<file path="src/rtl/input_cond_pkg.sv">
// Shared types and helpers for the input conditioner.
package input_cond_pkg;

  typedef enum logic [1:0] {HOLD_IDLE, HOLD_PRESSED, HOLD_HELD} hold_state_t;

  function automatic int cnt_width(input int n);
    return $clog2(n + 1);
  endfunction

endpackage

</file>
<file path="src/rtl/input_conditioner_ch.sv">
// One conditioner channel: synchroniser chain, tick-qualified debounce,
// press/release edge pulses and long-hold detection.
module input_conditioner_ch
  import input_cond_pkg::*;
#(
  parameter int unsigned SYNC_STAGES    = 2,
  parameter int unsigned DEBOUNCE_TICKS = 4,
  parameter int unsigned HOLD_TICKS     = 1000
) (
  input  logic clk,
  input  logic rst_n,
  input  logic tick_i,
  input  logic n_in_i,
  output logic level_o,
  output logic press_o,
  output logic release_o,
  output logic held_o,
  output logic hold_pulse_o
);

  localparam int unsigned DW = cnt_width(DEBOUNCE_TICKS);
  localparam int unsigned HW = cnt_width(HOLD_TICKS);

  logic [SYNC_STAGES-1:0] sync_q, sync_d;
  logic [DW-1:0]          dcnt_q, dcnt_d;
  logic [HW-1:0]          hcnt_q, hcnt_d;
  hold_state_t            state_q, state_d;
  logic level_q, level_d;
  logic press_q, press_d;
  logic release_q, release_d;
  logic held_q, held_d;
  logic hold_pulse_q, hold_pulse_d;
  logic s;

  assign s = sync_q[SYNC_STAGES-1];

  // Next-state: sync shift, debounce counter, then hold FSM driven by the debounce events.
  always_comb begin
    sync_d       = {sync_q[SYNC_STAGES-2:0], n_in_i};
    dcnt_d       = dcnt_q;
    level_d      = level_q;
    press_d      = 1'b0;
    release_d    = 1'b0;
    state_d      = state_q;
    hcnt_d       = hcnt_q;
    held_d       = held_q;
    hold_pulse_d = 1'b0;

    if (s == level_q) begin
      dcnt_d = '0;
    end else if (tick_i) begin
      if (dcnt_q == DW'(DEBOUNCE_TICKS - 1)) begin
        level_d   = s;
        dcnt_d    = '0;
        press_d   = ~s;
        release_d = s;
      end else begin
        dcnt_d = dcnt_q + DW'(1);
      end
    end

    case (state_q)
      HOLD_IDLE: begin
        if (press_d) begin
          state_d = HOLD_PRESSED;
          hcnt_d  = '0;
        end
      end
      HOLD_PRESSED: begin
        if (release_d) begin
          state_d = HOLD_IDLE;
          hcnt_d  = '0;
          held_d  = 1'b0;
        end else if (tick_i) begin
          if (hcnt_q == HW'(HOLD_TICKS - 1)) begin
            state_d      = HOLD_HELD;
            hcnt_d       = HW'(HOLD_TICKS);
            held_d       = 1'b1;
            hold_pulse_d = 1'b1;
          end else begin
            hcnt_d = hcnt_q + HW'(1);
          end
        end
      end
      HOLD_HELD: begin
        if (release_d) begin
          state_d = HOLD_IDLE;
          hcnt_d  = '0;
          held_d  = 1'b0;
        end
      end
      default: begin
        state_d = HOLD_IDLE;
        hcnt_d  = '0;
        held_d  = 1'b0;
      end
    endcase
  end

  always_ff @(posedge clk or negedge rst_n) begin
    if (!rst_n) begin
      sync_q       <= '1;
      dcnt_q       <= '0;
      hcnt_q       <= '0;
      state_q      <= HOLD_IDLE;
      level_q      <= 1'b1;
      press_q      <= 1'b0;
      release_q    <= 1'b0;
      held_q       <= 1'b0;
      hold_pulse_q <= 1'b0;
    end else begin
      sync_q       <= sync_d;
      dcnt_q       <= dcnt_d;
      hcnt_q       <= hcnt_d;
      state_q      <= state_d;
      level_q      <= level_d;
      press_q      <= press_d;
      release_q    <= release_d;
      held_q       <= held_d;
      hold_pulse_q <= hold_pulse_d;
    end
  end

  assign level_o      = level_q;
  assign press_o      = press_q;
  assign release_o    = release_q;
  assign held_o       = held_q;
  assign hold_pulse_o = hold_pulse_q;

endmodule

</file>
<file path="src/rtl/input_conditioner.sv">
// Per-channel conditioning of active-low pad inputs: sync, debounce,
// press/release pulses and long-hold detection.
module input_conditioner
  import input_cond_pkg::*;
#(
  parameter int unsigned NUM_CH         = 4,
  parameter int unsigned SYNC_STAGES    = 2,
  parameter int unsigned DEBOUNCE_TICKS = 4,
  parameter int unsigned HOLD_TICKS     = 1000
) (
  input  logic              HCLK,
  input  logic              HRESETn,
  input  logic              Tick,
  input  logic [NUM_CH-1:0] nIn,
  output logic [NUM_CH-1:0] Level,
  output logic [NUM_CH-1:0] Press,
  output logic [NUM_CH-1:0] Release,
  output logic [NUM_CH-1:0] Held,
  output logic [NUM_CH-1:0] HoldPulse
);

  for (genvar i = 0; i < NUM_CH; i++) begin : g_ch
    input_conditioner_ch #(
      .SYNC_STAGES   (SYNC_STAGES),
      .DEBOUNCE_TICKS(DEBOUNCE_TICKS),
      .HOLD_TICKS    (HOLD_TICKS)
    ) u_ch (
      .clk         (HCLK),
      .rst_n       (HRESETn),
      .tick_i      (Tick),
      .n_in_i      (nIn[i]),
      .level_o     (Level[i]),
      .press_o     (Press[i]),
      .release_o   (Release[i]),
      .held_o      (Held[i]),
      .hold_pulse_o(HoldPulse[i])
    );
  end

endmodule

</file>
<file path="config.mk">
export PLATFORM = sky130hd
export DESIGN_NAME = input_conditioner
export DESIGN_NICKNAME = d
export VERILOG_FILES = /design/src/rtl/input_cond_pkg.sv /design/src/rtl/input_conditioner_ch.sv /design/src/rtl/input_conditioner.sv
export SDC_FILE = /design/constraint.sdc
export NUM_CORES = 1
export LEC_CHECK = 0
export CAP_MARGIN = 20
export CORE_ASPECT_RATIO = 0.75
export CORE_MARGIN = 1
export CORE_UTILIZATION = 40
export CTS_CLUSTER_SIZE = 16
export DETAILED_ROUTE_END_ITERATION = 12
export SYNTH_ARGS = -nofsm -noshare
export SYNTH_HDL_FRONTEND = slang
export SYNTH_SLANG_ARGS = --single-unit
</file>
<file path="constraint.sdc">
create_clock -name HCLK -period 1.7 [get_ports HCLK]
set_clock_uncertainty 0.15 [all_clocks]
set_input_delay 0.34 -clock HCLK [delete_from_list [all_inputs] [get_ports HCLK]]
set_output_delay 0.34 -clock HCLK [all_outputs]
set_load 0.05 [all_outputs]
</file>
# After elaboration in Yosys (flattened, before gate mapping)
# Index checks and enable logic that the tools add are counted.
# classes
muxes,120
eq_ne,36
bitwise,12
reduce_logical,24
addsub,8
# op_table
op,count
two-way mux 10 bit,20
one-hot mux 10 bit (3 select lines),4
two-way mux 1 bit,56
adder 10 x 1 -> 10 bit (second input constant),4
== test 10 bit (second input constant),4
two-way mux 2 bit,20
two-way mux 3 bit,12
AND reduction 4 bit,8
one-hot mux 2 bit (3 select lines),4
AND reduction 3 bit,8
!= test 2 x 1 -> 1 bit (second input constant),8
adder 3 x 1 -> 3 bit (second input constant),4
== test 3 x 2 -> 1 bit (second input constant),4
!= test 3 x 1 -> 1 bit (second input constant),4
!= test 3 x 2 -> 1 bit (second input constant),4
NOT 1 bit,12
one-hot mux 1 bit (3 select lines),4
== test 2 x 1 -> 1 bit (second input constant),4
== test 2 bit (second input constant),4
zero test 2 bit,4
nonzero test 2 bit,4
== test 1 bit,4
# word_totals
out_inout_bits,20
wordCells,236
ff_bits,88

# Depth between registers and ports, before layout
# Gate-level depths: netlist of the first run.
# depth
word_depth,6
ltp_mapped,7
ltp_nobuf,6

# By module
# From an unflattened synthesis of the first run, not the netlist that was laid out.
# unflattened
hier_cells,452
area_unflattened_um2,4573.1
# by_module_without_submodules
mod,instances,cells_each,area_per_inst_um2
input_conditioner_ch (g_ch[0].u_ch ...),2,109,1122.3
input_conditioner_ch (g_ch[1].u_ch),1,117,1167.4
input_conditioner_ch (g_ch[3].u_ch),1,117,1161.1

# Worst setup path before layout of the first run
# Ideal clock, no wire load.
# synth_path
kind,register -> register
from,register g_ch[2].u_ch.dcnt_q[0]
to,register g_ch[2].u_ch.hcnt_q[4]
setup_slack_ns,-0.163
path_buffers,0
t_arrival_ns,1.618
setup_time_ns,0.095
path_stages_with_launch,7
path_cell_list,dfrtp_1 ha_1 nand3b_4 o41ai_4 a21oi_2 or3_1 o31ai_1
# synth_via
elab_chain_len,6
# synth_rtl
item,line,rtl
"start, declared",input_conditioner_ch.sv:25,"logic [DW-1:0] dcnt_q, dcnt_d;"
"start signal, assigned",input_conditioner_ch.sv:113,dcnt_q <= dcnt_d;
== test 3 x 2 -> 1 bit (*),input_conditioner_ch.sv:52,if (dcnt_q == DW'(DEBOUNCE_TICKS - 1)) begin
two-way mux 1 bit,input_conditioner_ch.sv:52,
two-way mux 1 bit,input_conditioner_ch.sv:51,end else if (tick_i) begin
two-way mux 1 bit,input_conditioner_ch.sv:49,if (s == level_q) begin
"!= test 3 x 2 -> 1 bit (no line), or another cell as far along",n/a,
AND reduction 3 bit (no line) or one-hot mux 10 bit (3 select lines) (tied branches),n/a,
"end signal, assigned",input_conditioner_ch.sv:114,hcnt_q <= hcnt_d;
"end, declared",input_conditioner_ch.sv:26,"logic [HW-1:0] hcnt_q, hcnt_d;"
# Every way passes the cells marked *; elsewhere a longest branch is shown, timed or not.
# A chain may end at the register's enable or synchronous reset.

# Worst setup path after layout of the first run
# layout_path
from,register g_ch[2].u_ch.level_q
to,register g_ch[2].u_ch.hcnt_q[4]
# layout_via
elab_chain_len,4
# layout_rtl
item,line,rtl
"start, declared",input_conditioner_ch.sv:28,"logic level_q, level_d;"
"start signal, assigned",input_conditioner_ch.sv:116,level_q <= level_d;
== test 1 bit (*),input_conditioner_ch.sv:49,
two-way mux 1 bit,input_conditioner_ch.sv:49,
"!= test 3 x 2 -> 1 bit (no line), or another cell as far along",n/a,
AND reduction 3 bit (no line) or one-hot mux 10 bit (3 select lines) (tied branches),n/a,
# Marked as above.

==> impl_results.md, run 1 <==
* Status: finished with violations
* Failing checks: setup timing
* Pwr Total at 6.47 mW
* Power Density at 972 mW/mm^2
* Total Nets Final at 598
* CTS tree: yes
* CP Capture Type: flop
* Tmin final at 1930 ps
* # rows at 32
* Area grow syn2layout at 51.7%
* Rel. slew slack at 67.8%
* Maximum VDD drop at 0.559 mV
* DRT met1 WL at 5160 microns
* Clk Latency, worst-skew pair at 340 ps
* Mapped Cells at 462
* Clock Tree Buf Depth at 2
* Fin util at 63.5%
* Leak pwr at 2.94 nW
* Post-DRT Antenna Nets at 0
* Initial antenna violation count at 0
* Final setup vio count at 34
* H-tree depth at 3
* Largest net degree at the start of global routing at 29
* CTS clk-pin slew, worst paths at 60 ps
* Worst Setup Start Kind: flop
* Initial Utilization at 41.9%
* Drt drc at 0
* Max-cap violation count at 0
* Core Footprint at 0.0105 sq mm
* Reg2reg end: g_ch[2].u_ch.hcnt_q[4]$_DFFE_PN0P_
* Share of layout cells above drive strength 1 at 44.6%
* TritonCTS Sinks at 88
* DR iter-0 viols at 215
* Met3 wire len at 362 microns
* Root buffer cell: clkbuf_16
* Number of synthesized flops with an enable pin at 0
* WL final at 11100 microns
* Place WS at -657 ps
* Crit Reg-Reg Startpoint: g_ch[2].u_ch.level_o$_DFFE_PN1P_
* Largest family of logic cells by synthesized area: simple AND/OR/NAND/NOR gates
* IO Port Bufs at 26
* Class of the most critical setup path: flop to flop
* Slew @ Worst Pin at 480 ps
* Worst r2r path cells at 5
* Ys Warns at 0
* WP data required at 1790 ps
* Synth cell types at 54
* HP Class: flop to flop
* Gr ovfl total at 0
* Vias in the first global route at 3704
* Die Y at 92.7 microns
* Adder-cell area share of the yosys netlist at 3.19%
* Critical path endpoint: g_ch[2].u_ch.hcnt_q[4]$_DFFE_PN0P_
* I/O Pins at 27
* Dominant register cell in the synthesized netlist: dfrtp_1
* Placed cells at 676
* Post-synthesis compound-gate area fraction at 17.0%
* WL per Instance at 15.4 microns
* Sequential area share after synthesis at 50.5%
* ANT cells at 0
* Synth Register Bits at 88
* Non-filler instance count after layout at 724
* Maximum clock frequency at 0.518 GHz
* Via count at 3848
* First-pass GRT wire length at 17800 microns
* CP max FO at 3
* Hold Violations, Final at 0
* Unrepaired setup endpoints after global routing: yes
* HPWL after detailed placement at 6910 microns
* Number of buffers created by CTS at 9
* Die W at 123 microns
* DIE AREA at 0.0114 sq mm
* DR WL met2 at 5470 microns
* Setup TNS at -3390 ps
* Simple-gate area share of the yosys netlist at 21.8%
* Crit path from: g_ch[2].u_ch.level_o$_DFFE_PN1P_
* Top Layer Used: met4
* Multiplexer share of the synthesized area at 1.48%
* Vias per cell at 5.31
* Syn nets at 477
* Total GRT Usage at 20.0%
* Synthesized area at 0.00439 sq mm
* Ys async rst share at 100%
* Worst Path Arrival at 2020 ps
* RD Place Congestion at 0.852
* Post-Synth XOR/XNOR Area at 0.199%
* Worst R2R Setup Slack at -230 ps
* DR pass1 iterations at 4
* Final Max Slew Viols at 0
* Fin crit share at 114%
* Final worst-path setup slack at -232 ps
* Syn_area_per_cell at 9.50 sq um
==> how the worst min path moves through the flow <==
stage	startpoint	to	slack, ps	depth (start not counted)
after global placement	HRESETn	g_ch[3].u_ch.hcnt_q[5]$_DFFE_PN0P_	100	1
after detailed placement	HRESETn	g_ch[3].u_ch.hcnt_q[8]$_DFFE_PN0P_	100	1
after global routing	g_ch[1].u_ch.sync_q[0]$_DFF_PN1_	g_ch[1].u_ch.sync_q[1]$_DFF_PN1_	210	0
after CTS	g_ch[1].u_ch.sync_q[0]$_DFF_PN1_	g_ch[1].u_ch.sync_q[1]$_DFF_PN1_	210	0
final	g_ch[1].u_ch.sync_q[0]$_DFF_PN1_	g_ch[1].u_ch.sync_q[1]$_DFF_PN1_	210	0
after floorplan	HRESETn	g_ch[0].u_ch.dcnt_q[0]$_DFFE_PN0P_	-110	0
==> what timing repair did <==
item / 4_1_cts / 5_1_grt
hold buffers: 1 / 0
gates cloned: 2 / 1
pin swaps: 27 / 54
setup buffers: 13 / 17
setup endpoints to repair: 49 / 55
endpoints found under the hold margin: 14 / 0
resized for setup: 75 / 125
==> kinds of logic after synthesis <==
family | Yosys count
buf+inv | 45
xor+xnor | 1
flops | 88
mux | 6
simple gates | 185
compound gates | 125
fa+ha+maj | 12
==> flip-flops by register name, summed over array words and instances (netlist names) <==
| signal | cells |
|---|---|
| g_ch.u_ch.hcnt_q | 40 |
| g_ch.u_ch.press_o | 4 |
| g_ch.u_ch.release_o | 4 |
| g_ch.u_ch.sync_q | 8 |
| g_ch.u_ch.state_q | 8 |
| g_ch.u_ch.hold_pulse_o | 4 |
| g_ch.u_ch.level_o | 4 |
| g_ch.u_ch.held_o | 4 |
| g_ch.u_ch.dcnt_q | 12 |
==> power by group <==
| part | switching, mW | internal, mW |
|---|---|---|
| clock | 0.808 | 1.22 |
| sequential | 0.199 | 2.31 |
| combinational | 0.927 | 1.01 |
| total | 1.93 | 4.54 |
==> final cells by class <==
cell class / count / area (sq um)
Clock buffer: 14 / 264
Clock inverter: 2 / 37.5
Fill cell: 808 / 3830
Inverter: 14 / 52.6
Multi-Input combinational cell: 329 / 2450
Sequential cell: 88 / 2220
Tap cell: 136 / 170
Timing Repair Buffer: 141 / 1460
==> metrics by stage <==
stage	area [sq um]	hold slack (ps)
2_1_floorplan	4460	-106
3_3_place_gp	5530	97.9
3_5_place_dp	5530	101
4_1_cts	6130	206
5_1_grt	6660	207
6_report	6660	205
==> metal layers <==
layer,global-route usage (%),up-vias
li1,-,1878
met1,27.0,1893
met2,31.7,65
met3,4.93,12
met4,6.02,0
met5,0,-
==> cell usage in the layout (no fill, tap or decap), types with 5 or more instances in the layout <==
cell type / instances
buf_4: 87
dfrtp_1: 72
nand2_1: 37
o21ai_1: 37
nor2_1: 34
buf_6: 24
buf_12: 23
o21ai_2: 20
a21oi_1: 19
nand3_1: 16
and3_1: 14
inv_1: 13
dfstp_2: 12
nor2_2: 9
clkbuf_16: 9
nand2b_4: 8
nor2_4: 8
nor3_1: 7
nand3b_1: 6
nand2b_1: 6
a31oi_1: 6
o31ai_1: 6
a21oi_2: 5
o21ai_0: 5
==> cells in the mapped netlist (all sizes together), types with 4 or more instances <==
cell	instances	share of area (%)
buf	25	4.1
a21oi	24	2.8
o21ai	64	7.3
mux2	4	1.0
nand4	4	0.57
nor3	9	1.0
nor4	6	1.0
a31oi	7	1.0
nand2	40	3.4
nor2b	8	1.1
nand3	16	1.8
ha	8	2.3
dfstp	12	7.2
and3	14	2.0
o31ai	11	1.9
nand3b	8	1.7
inv	13	1.1
dfrtp	76	43
and2	4	0.57
nor2	51	4.5
clkbuf	6	0.54
nand2b	14	2.0
maj3	4	0.91
==> critical path: stages, from the launching register on <==
cell,delay [ps]
dfstp_2,580
nand2b_4,80
o41ai_4,340
a21oi_2,90
or3_4,390
o31ai_4,200
(Power assumes the default switching activity.)
==> run 2: changes to the inputs <==
--- a/config.mk
+++ b/config.mk
@@ -11,6 +11,7 @@
 export CORE_UTILIZATION = 40
 export CTS_CLUSTER_SIZE = 16
 export DETAILED_ROUTE_END_ITERATION = 12
+export REMOVE_ABC_BUFFERS = 1
 export SYNTH_ARGS = -nofsm -noshare
 export SYNTH_HDL_FRONTEND = slang
 export SYNTH_SLANG_ARGS = --single-unit
==> impl_results.md, run 2 (same netlist as run 1, synthesis figures left out) <==
* # rows at 32 (unchanged)
* Leak pwr at 2.99 nW (was 2.94 nW)
* DR iter-0 viols at 268 (was 215)
* H-tree depth at 3 (unchanged)
* Maximum clock frequency at 0.552 GHz (was 0.518 GHz)
* Class of the most critical setup path: flop to flop (unchanged)
* CP max stage cell: dfstp_2 (unchanged)
* Met3 wire len at 396 microns (was 362 microns)
* Clock Tree Buf Depth at 2 (unchanged)
* Rel. slew slack at 67.4% (was 67.8%)
* Vias per cell at 5.34 (was 5.31)
* WL per Instance at 15.0 microns (was 15.4 microns)
* Hold Violations, Final at 0 (unchanged)
* Placed cell areas at 0.00553 sq mm (about the same)
* Share of layout cells above drive strength 1 at 44.1% (was 44.6%)
* Drt drc at 0 (unchanged)
* Fin util at 63.6% (was 63.5%)
* Flop pwr share at 36.8% (was 38.7%)
* Most frequent cells in the layout: buf_4, dfrtp_1, nor2_1 (was buf_4, dfrtp_1, nand2_1, o21ai_1, nor2_1)
* First-pass GRT wire length at 17500 microns (was 17800 microns)
* DR pass1 iterations at 4 (unchanged)
* RD Place Congestion at 0.818 (was 0.852)
* Net Sw Power at 1.87 mW (was 1.93 mW)
* CP max FO at 3 (unchanged)
* I/O Pins at 27 (unchanged)
* Gr ovfl total at 0 (unchanged)
* Initial Utilization at 41.9% (unchanged)
* DRT met1 WL at 5060 microns (was 5160 microns)
* DR WL met2 at 5360 microns (was 5470 microns)
* HP Class: flop to flop (unchanged)
* WL final at 10900 microns (was 11100 microns)
* Clk Latency, worst-skew pair at 340 ps (about the same)
* Initial antenna violation count at 0 (unchanged)
* CTS tree: yes (unchanged)
* Core Footprint at 0.0105 sq mm (unchanged)
* Largest Register: g_ch.u_ch.hcnt_q (unchanged)
* Total GRT Usage at 19.5% (was 20.0%)
* DIE AREA at 0.0114 sq mm (unchanged)
* Final worst-path setup slack at -113 ps (was -232 ps)
* Tmin final at 1810 ps (was 1930 ps)
* ANT cells at 0 (unchanged)
* Root buffer cell: clkbuf_16 (unchanged)
* Vias in the first global route at 3781 (was 3704)
* Maximum VDD drop at 1.05 mV (was 0.559 mV)
* Worst Path Arrival at 1920 ps (was 2020 ps)
* Power Density at 1010 mW/mm^2 (was 972 mW/mm^2)
* Crit-path cells: nand2b_4 -> o41ai_4 -> a21oi_2 -> or3_4 -> o31ai_2 (was nand2b_4 -> o41ai_4 -> a21oi_2 -> or3_4 -> o31ai_4)
* # fillers at 819 (was 808)
* Number of buffers created by CTS at 9 (unchanged)
* Max reg flops at 40 (unchanged)
* Regs by FF count: g_ch.u_ch.hcnt_q x40, g_ch.u_ch.dcnt_q x12 (unchanged)
* Die Y at 92.7 microns (unchanged)
* Total Nets Final at 604 (was 598)
* Final setup vio count at 28 (was 34)
* CP Capture Type: flop (unchanged)
* Slew @ Worst Pin at 488 ps (was 480 ps)
* Comb pwr share at 27.4% (was 30.0%)
* Area grow syn2layout at 52.1% (was 51.7%)
* Via count at 3895 (was 3848)
* TritonCTS Sinks at 88 (unchanged)
* Internal at 4.84 mW (was 4.54 mW)
* IO Port Bufs at 26 (unchanged)
* Post-route cell area at 0.00668 sq mm (was 0.00666 sq mm)
* Status: finished with violations (unchanged)
* Largest net degree at the start of global routing at 36 (was 29)
* Sw Share at 27.8% (was 29.9%)
* Final Max Slew Viols at 0 (unchanged)
* HPWL after detailed placement at 6510 microns (was 6910 microns)
* Failing checks: setup timing (unchanged)
* Die W at 123 microns (unchanged)
* Max-cap violation count at 0 (unchanged)
* Top Layer Used: met4 (unchanged)
* Fin crit share at 107% (was 114%)
* CTS clk-pin slew, worst paths at 60 ps (about the same)
* WP data required at 1810 ps (was 1790 ps)
* Worst R2R Setup Slack at -110 ps (was -230 ps)
* Commonest non-fill, non-tap cell in the layout: buf_4 (unchanged)
* Power share of the clock group at 35.8% (was 31.3%)
* Post-DRT Antenna Nets at 0 (unchanged)
* Worst Setup Start Kind: flop (unchanged)
* Unrepaired setup endpoints after global routing: yes (unchanged)
* Crit path largest cell delay at 560 ps (was 580 ps)
## run 2: cell count changes in the layout (fill, tap and decap cells not counted), moves of 3 or more
| cell | change |
|---|---|
| buf_4 | +14 |
| and3_1 | -3 |
| nor2_4 | -5 |
| o21ai_0 | +7 |
| buf_6 | -10 |
| bufinv_16 | +3 |
| o21ai_2 | -4 |
| nor2_1 | +9 |
| nor2_2 | -4 |
## run 2: power by group through the flow
stage | Clock [mW] | Sequential, mW | Combinational, mW
5_1_grt | 2.53 | 2.50 | 1.99
4_1_cts | 2.45 | 2.47 | 1.70
3_5_place_dp | 0 | 2.46 | 1.52
2_1_floorplan | 0 | 2.67 | 0.502
6_report | 2.40 | 2.47 | 1.84
3_3_place_gp | 0 | 2.45 | 1.48
## run 2: layer usage
layer	global-route usage (%)	up-vias
met3	5.67	11
met2	30.7	78
met4	5.02	0
li1	-	1888
met5	0	-
met1	26.4	1918
## run 2: critical path, delay by kind of cell (launching register included)
kind	cells	cell delay (ps)
simple gates	2	440
compound gates	3	570
flops	1	560
## run 2: worst paths after layout
check | startpoint | endpoint | cells past startpoint
worst max-delay path | g_ch[2].u_ch.level_o$_DFFE_PN1P_ | g_ch[2].u_ch.hcnt_q[4]$_DFFE_PN0P_ | 5
worst min-delay path | g_ch[2].u_ch.sync_q[0]$_DFF_PN1_ | g_ch[2].u_ch.sync_q[1]$_DFF_PN1_ | 0
worst max register to register | g_ch[2].u_ch.level_o$_DFFE_PN1P_ | g_ch[2].u_ch.hcnt_q[4]$_DFFE_PN0P_ | 5
worst min register to register | g_ch[2].u_ch.sync_q[0]$_DFF_PN1_ | g_ch[2].u_ch.sync_q[1]$_DFF_PN1_ | 0
max in group asynchronous | HRESETn | g_ch[1].u_ch.level_o$_DFFE_PN1P_ | 3
min in group asynchronous | HRESETn | g_ch[3].u_ch.release_o$_DFF_PN0_ | 2
## run 2: cell type report
class,instances,area [sq um],share of cell area (%)
Clock inverter,6,133,1.99
Multi-Input combinational cell,330,2390,35.9
Inverter,14,56.3,0.843
Clock buffer,10,229,3.43
Timing Repair Buffer,146,1470,22.1
Tap cell,136,170,2.55
Sequential cell,88,2220,33.3
## run 2: timing repair
action / CTS / global route
setup buffers: 12 / 15
resized for setup: 81 / 89
endpoints found under the hold margin: 16 / 0
gates cloned: 2 / 2
endpoints found under the setup margin: 49 / 55
pin swaps: 20 / 31
hold buffers: 1 / 0
## run 2: per-stage QoR
step / total power [mW] / worst slack, ps / TNS (ps) / instances / hold WS (ps)
CTS: 6.61 / -93.8 / -746 / 714 / 207
finish: 6.71 / -113 / -1190 / 730 / 206
global placement: 3.94 / -631 / -28410 / 683 / 123
floorplan: 3.18 / -319 / -8250 / 431 / -106
global route: 7.02 / -172 / -4670 / 730 / 209
detailed placement: 3.99 / -785 / -30730 / 683 / 128
==> run 3: changes to the inputs <==
--- a/config.mk
+++ b/config.mk
@@ -5,10 +5,10 @@
 export SDC_FILE = /design/constraint.sdc
 export NUM_CORES = 1
 export LEC_CHECK = 0
-export CAP_MARGIN = 20
+export CAP_MARGIN = 10
 export CORE_ASPECT_RATIO = 0.75
 export CORE_MARGIN = 1
-export CORE_UTILIZATION = 40
+export CORE_UTILIZATION = 43
 export CTS_CLUSTER_SIZE = 16
 export DETAILED_ROUTE_END_ITERATION = 12
 export REMOVE_ABC_BUFFERS = 1
==> impl_results.md, run 3 (same netlist as run 1, synthesis figures left out) <==
* Initial antenna violation count at 0 (unchanged)
* DIE AREA at 0.0106 sq mm (was 0.0114 sq mm)
* Post-DRT Antenna Nets at 0 (unchanged)
* DR iter-0 viols at 233 (was 268)
* WHS Endpoint: g_ch[0].u_ch.sync_q[1]$_DFF_PN1_ (was g_ch[2].u_ch.sync_q[1]$_DFF_PN1_)
* Total GRT Usage at 21.9% (was 19.5%)
* Leak pwr at 3.02 nW (was 2.99 nW)
* TritonCTS Sinks at 88 (unchanged)
* Root buffer cell: clkbuf_16 (unchanged)
* CP max FO at 4 (was 3)
* Area grow syn2layout at 53.7% (was 52.1%)
* Largest net degree at the start of global routing at 33 (was 36)
* ANT cells at 0 (unchanged)
* Fin crit share at 110% (was 107%)
* Via count at 4017 (was 3895)
* WL final at 12000 microns (was 10900 microns)
* Crit-path cells: buf_6 -> nand2b_4 -> o31ai_4 -> a21oi_2 -> or3_4 -> o41ai_2 (was nand2b_4 -> o41ai_4 -> a21oi_2 -> or3_4 -> o31ai_2)
* HP Class: flop to flop (unchanged)
* Largest Register: g_ch.u_ch.hcnt_q (unchanged)
* Maximum clock frequency at 0.533 GHz (was 0.552 GHz)
* Commonest non-fill, non-tap cell in the layout: buf_4 (unchanged)
* First-pass GRT wire length at 18000 microns (was 17500 microns)
* Class of the most critical setup path: flop to flop (unchanged)
* Worst Path Arrival at 1960 ps (was 1920 ps)
* Clk Latency, worst-skew pair at 350 ps (was 340 ps)
* Maximum VDD drop at 0.973 mV (was 1.05 mV)
* Most frequent cells in the layout: buf_4, dfrtp_1, nor2_1 (unchanged)
* Setup TNS at -2830 ps (was -1190 ps)
* Power Density at 948 mW/mm^2 (was 1010 mW/mm^2)
* WL per Instance at 16.3 microns (was 15.0 microns)
* Total Nets Final at 614 (was 604)
* Drt drc at 0 (unchanged)
* Worst r2r path cells at 6 (was 5)
* Number of buffers created by CTS at 9 (unchanged)
* RD Place Congestion at 0.862 (was 0.818)
* Max reg flops at 40 (unchanged)
* Failing checks: setup timing (unchanged)
* Unrepaired setup endpoints after global routing: yes (unchanged)
* Regs by FF count: g_ch.u_ch.hcnt_q x40, g_ch.u_ch.dcnt_q x12 (unchanged)
* IO Port Bufs at 26 (unchanged)
* DR pass1 iterations at 4 (unchanged)
* CP max stage cell: dfstp_2 (unchanged)
* Tmin final at 1880 ps (was 1810 ps)
* CP Capture Type: flop (unchanged)
* Hold path depth at 0 (unchanged)
* Final worst-path setup slack at -175 ps (was -113 ps)
* Core Footprint at 0.00977 sq mm (was 0.0105 sq mm)
* Hold_sp: g_ch[0].u_ch.sync_q[0]$_DFF_PN1_ (was g_ch[2].u_ch.sync_q[0]$_DFF_PN1_)
* Initial Utilization at 44.9% (was 41.9%)
* Worst Setup Start Kind: flop (unchanged)
* Crit path largest cell delay at 550 ps (was 560 ps)
* Hold Violations, Final at 0 (unchanged)
* Pwr Total at 6.39 mW (was 6.71 mW)
* Final setup vio count at 44 (was 28)
* WP data required at 1790 ps (was 1810 ps)
* H-tree depth at 3 (unchanged)
* Crit Reg-Reg Startpoint: g_ch[3].u_ch.level_o$_DFFE_PN1P_ (was g_ch[2].u_ch.level_o$_DFFE_PN1P_)
* Vias in the first global route at 3736 (was 3781)
* Die W at 119 microns (was 123 microns)
* Reg2reg end: g_ch[3].u_ch.hcnt_q[4]$_DFFE_PN0P_ (was g_ch[2].u_ch.hcnt_q[4]$_DFFE_PN0P_)
* # fillers at 719 (was 819)
* # rows at 31 (was 32)
* Status: finished with violations (unchanged)
* Gr ovfl total at 0 (unchanged)
* Slew @ Worst Pin at 459 ps (was 488 ps)
* Share of layout cells above drive strength 1 at 45.7% (was 44.1%)
* Rel. slew slack at 69.2% (was 67.4%)
* Final Max Slew Viols at 0 (unchanged)
* Vias per cell at 5.46 (was 5.34)
* CTS tree: yes (unchanged)
* Die Y at 89.5 microns (was 92.7 microns)
* CTS clk-pin slew, worst paths at 70 ps (was 60 ps)
* Clock Tree Buf Depth at 2 (unchanged)
* HPWL after detailed placement at 6720 microns (was 6510 microns)
* Max-cap violation count at 0 (unchanged)
* Worst R2R Setup Slack at -180 ps (was -110 ps)
* I/O Pins at 27 (unchanged)
-- run 3: cell types whose count changed in the layout (fill, tap and decap cells not counted), sizes merged, moves of 2 or more --
cell | before | now
buf | 139 | 149
bufinv | 4 | 0
clkbuf | 10 | 13
clkinv | 1 | 3
-- run 3: repair_timing --
action / in CTS / in global routing
pin swaps: 31 / 32
endpoints found under the setup margin: 49 / 54
cloned: 4 / 0
resized for setup: 116 / 72
hold buffers: 1 / 0
endpoints found under the hold margin: 25 / 0
setup buffers: 21 / 16
-- run 3: worst max path at each step --
stage / startpoint / to / slack [ps] / cells after the start
after floorplan: g_ch[2].u_ch.level_o$_DFFE_PN1P_ / g_ch[2].u_ch.hcnt_q[4]$_DFFE_PN0P_ / -320 / 5
after global placement: Tick / g_ch[1].u_ch.hcnt_q[9]$_DFFE_PN0P_ / -640 / 7
after detailed placement: Tick / g_ch[1].u_ch.hcnt_q[3]$_DFFE_PN0P_ / -740 / 7
after CTS: g_ch[0].u_ch.dcnt_q[1]$_DFFE_PN0P_ / g_ch[0].u_ch.hcnt_q[0]$_DFFE_PN0P_ / -110 / 6
after global routing: g_ch[3].u_ch.level_o$_DFFE_PN1P_ / g_ch[3].u_ch.hcnt_q[4]$_DFFE_PN0P_ / -250 / 6
final: g_ch[3].u_ch.level_o$_DFFE_PN1P_ / g_ch[3].u_ch.hcnt_q[4]$_DFFE_PN0P_ / -180 / 6
-- run 3: layer usage --
layer  up-vias  part of all wire, %  GRT usage [%]
met3        19                  4.4           5.74
met4         0                  1.3           6.67
met1      1997                   44           28.5
met5         -                    0              0
li1       1907                    -              -
met2        94                   50           36.2
-- run 3: where the power goes --
| part | leakage (nW) | switching (mW) | internal [mW] |
|---|---|---|---|
| Sequential | 1.17 | 0.168 | 2.30 |
| Combinational | 1.72 | 0.983 | 1.06 |
| Clock | 0.136 | 0.809 | 1.07 |
-- run 3: metrics by stage --
| stage | hold slack [ps] | utilization [%] | std cells | setup slack (ps) | area [sq um] |
|---|---|---|---|---|---|
| after floorplan | -106 | - | 431 | -319 | 4190 |
| after global placement | 154 | 56.9 | 682 | -636 | 5560 |
| after detailed placement | 152 | 56.9 | 682 | -740 | 5560 |
| after CTS | 205 | 64.9 | 723 | -110 | 6350 |
| after global routing | 203 | 69.0 | 736 | -246 | 6750 |
| final | 198 | 69.0 | 736 | -175 | 6750 |
-- run 3: cell type report --
cell class	instances	area, sq um	area share (%)
repair buffers	156	1600	23.8
inverters	14	52.6	0.779
clock inverters	3	17.5	0.260
clock buffers	13	260	3.86
well taps	132	165	2.45
flip-flops and latches	88	2220	32.9
multi-input cells	330	2430	36.0
-- run 3: critical path, delay by kind of cell (launching register included) --
kind | cells | cell delay (ps)
AO/OA/AOI/OAI | 3 | 530
buffers and inverters | 1 | 100
AND/OR/NAND/NOR | 2 | 440
flip-flops | 1 | 550
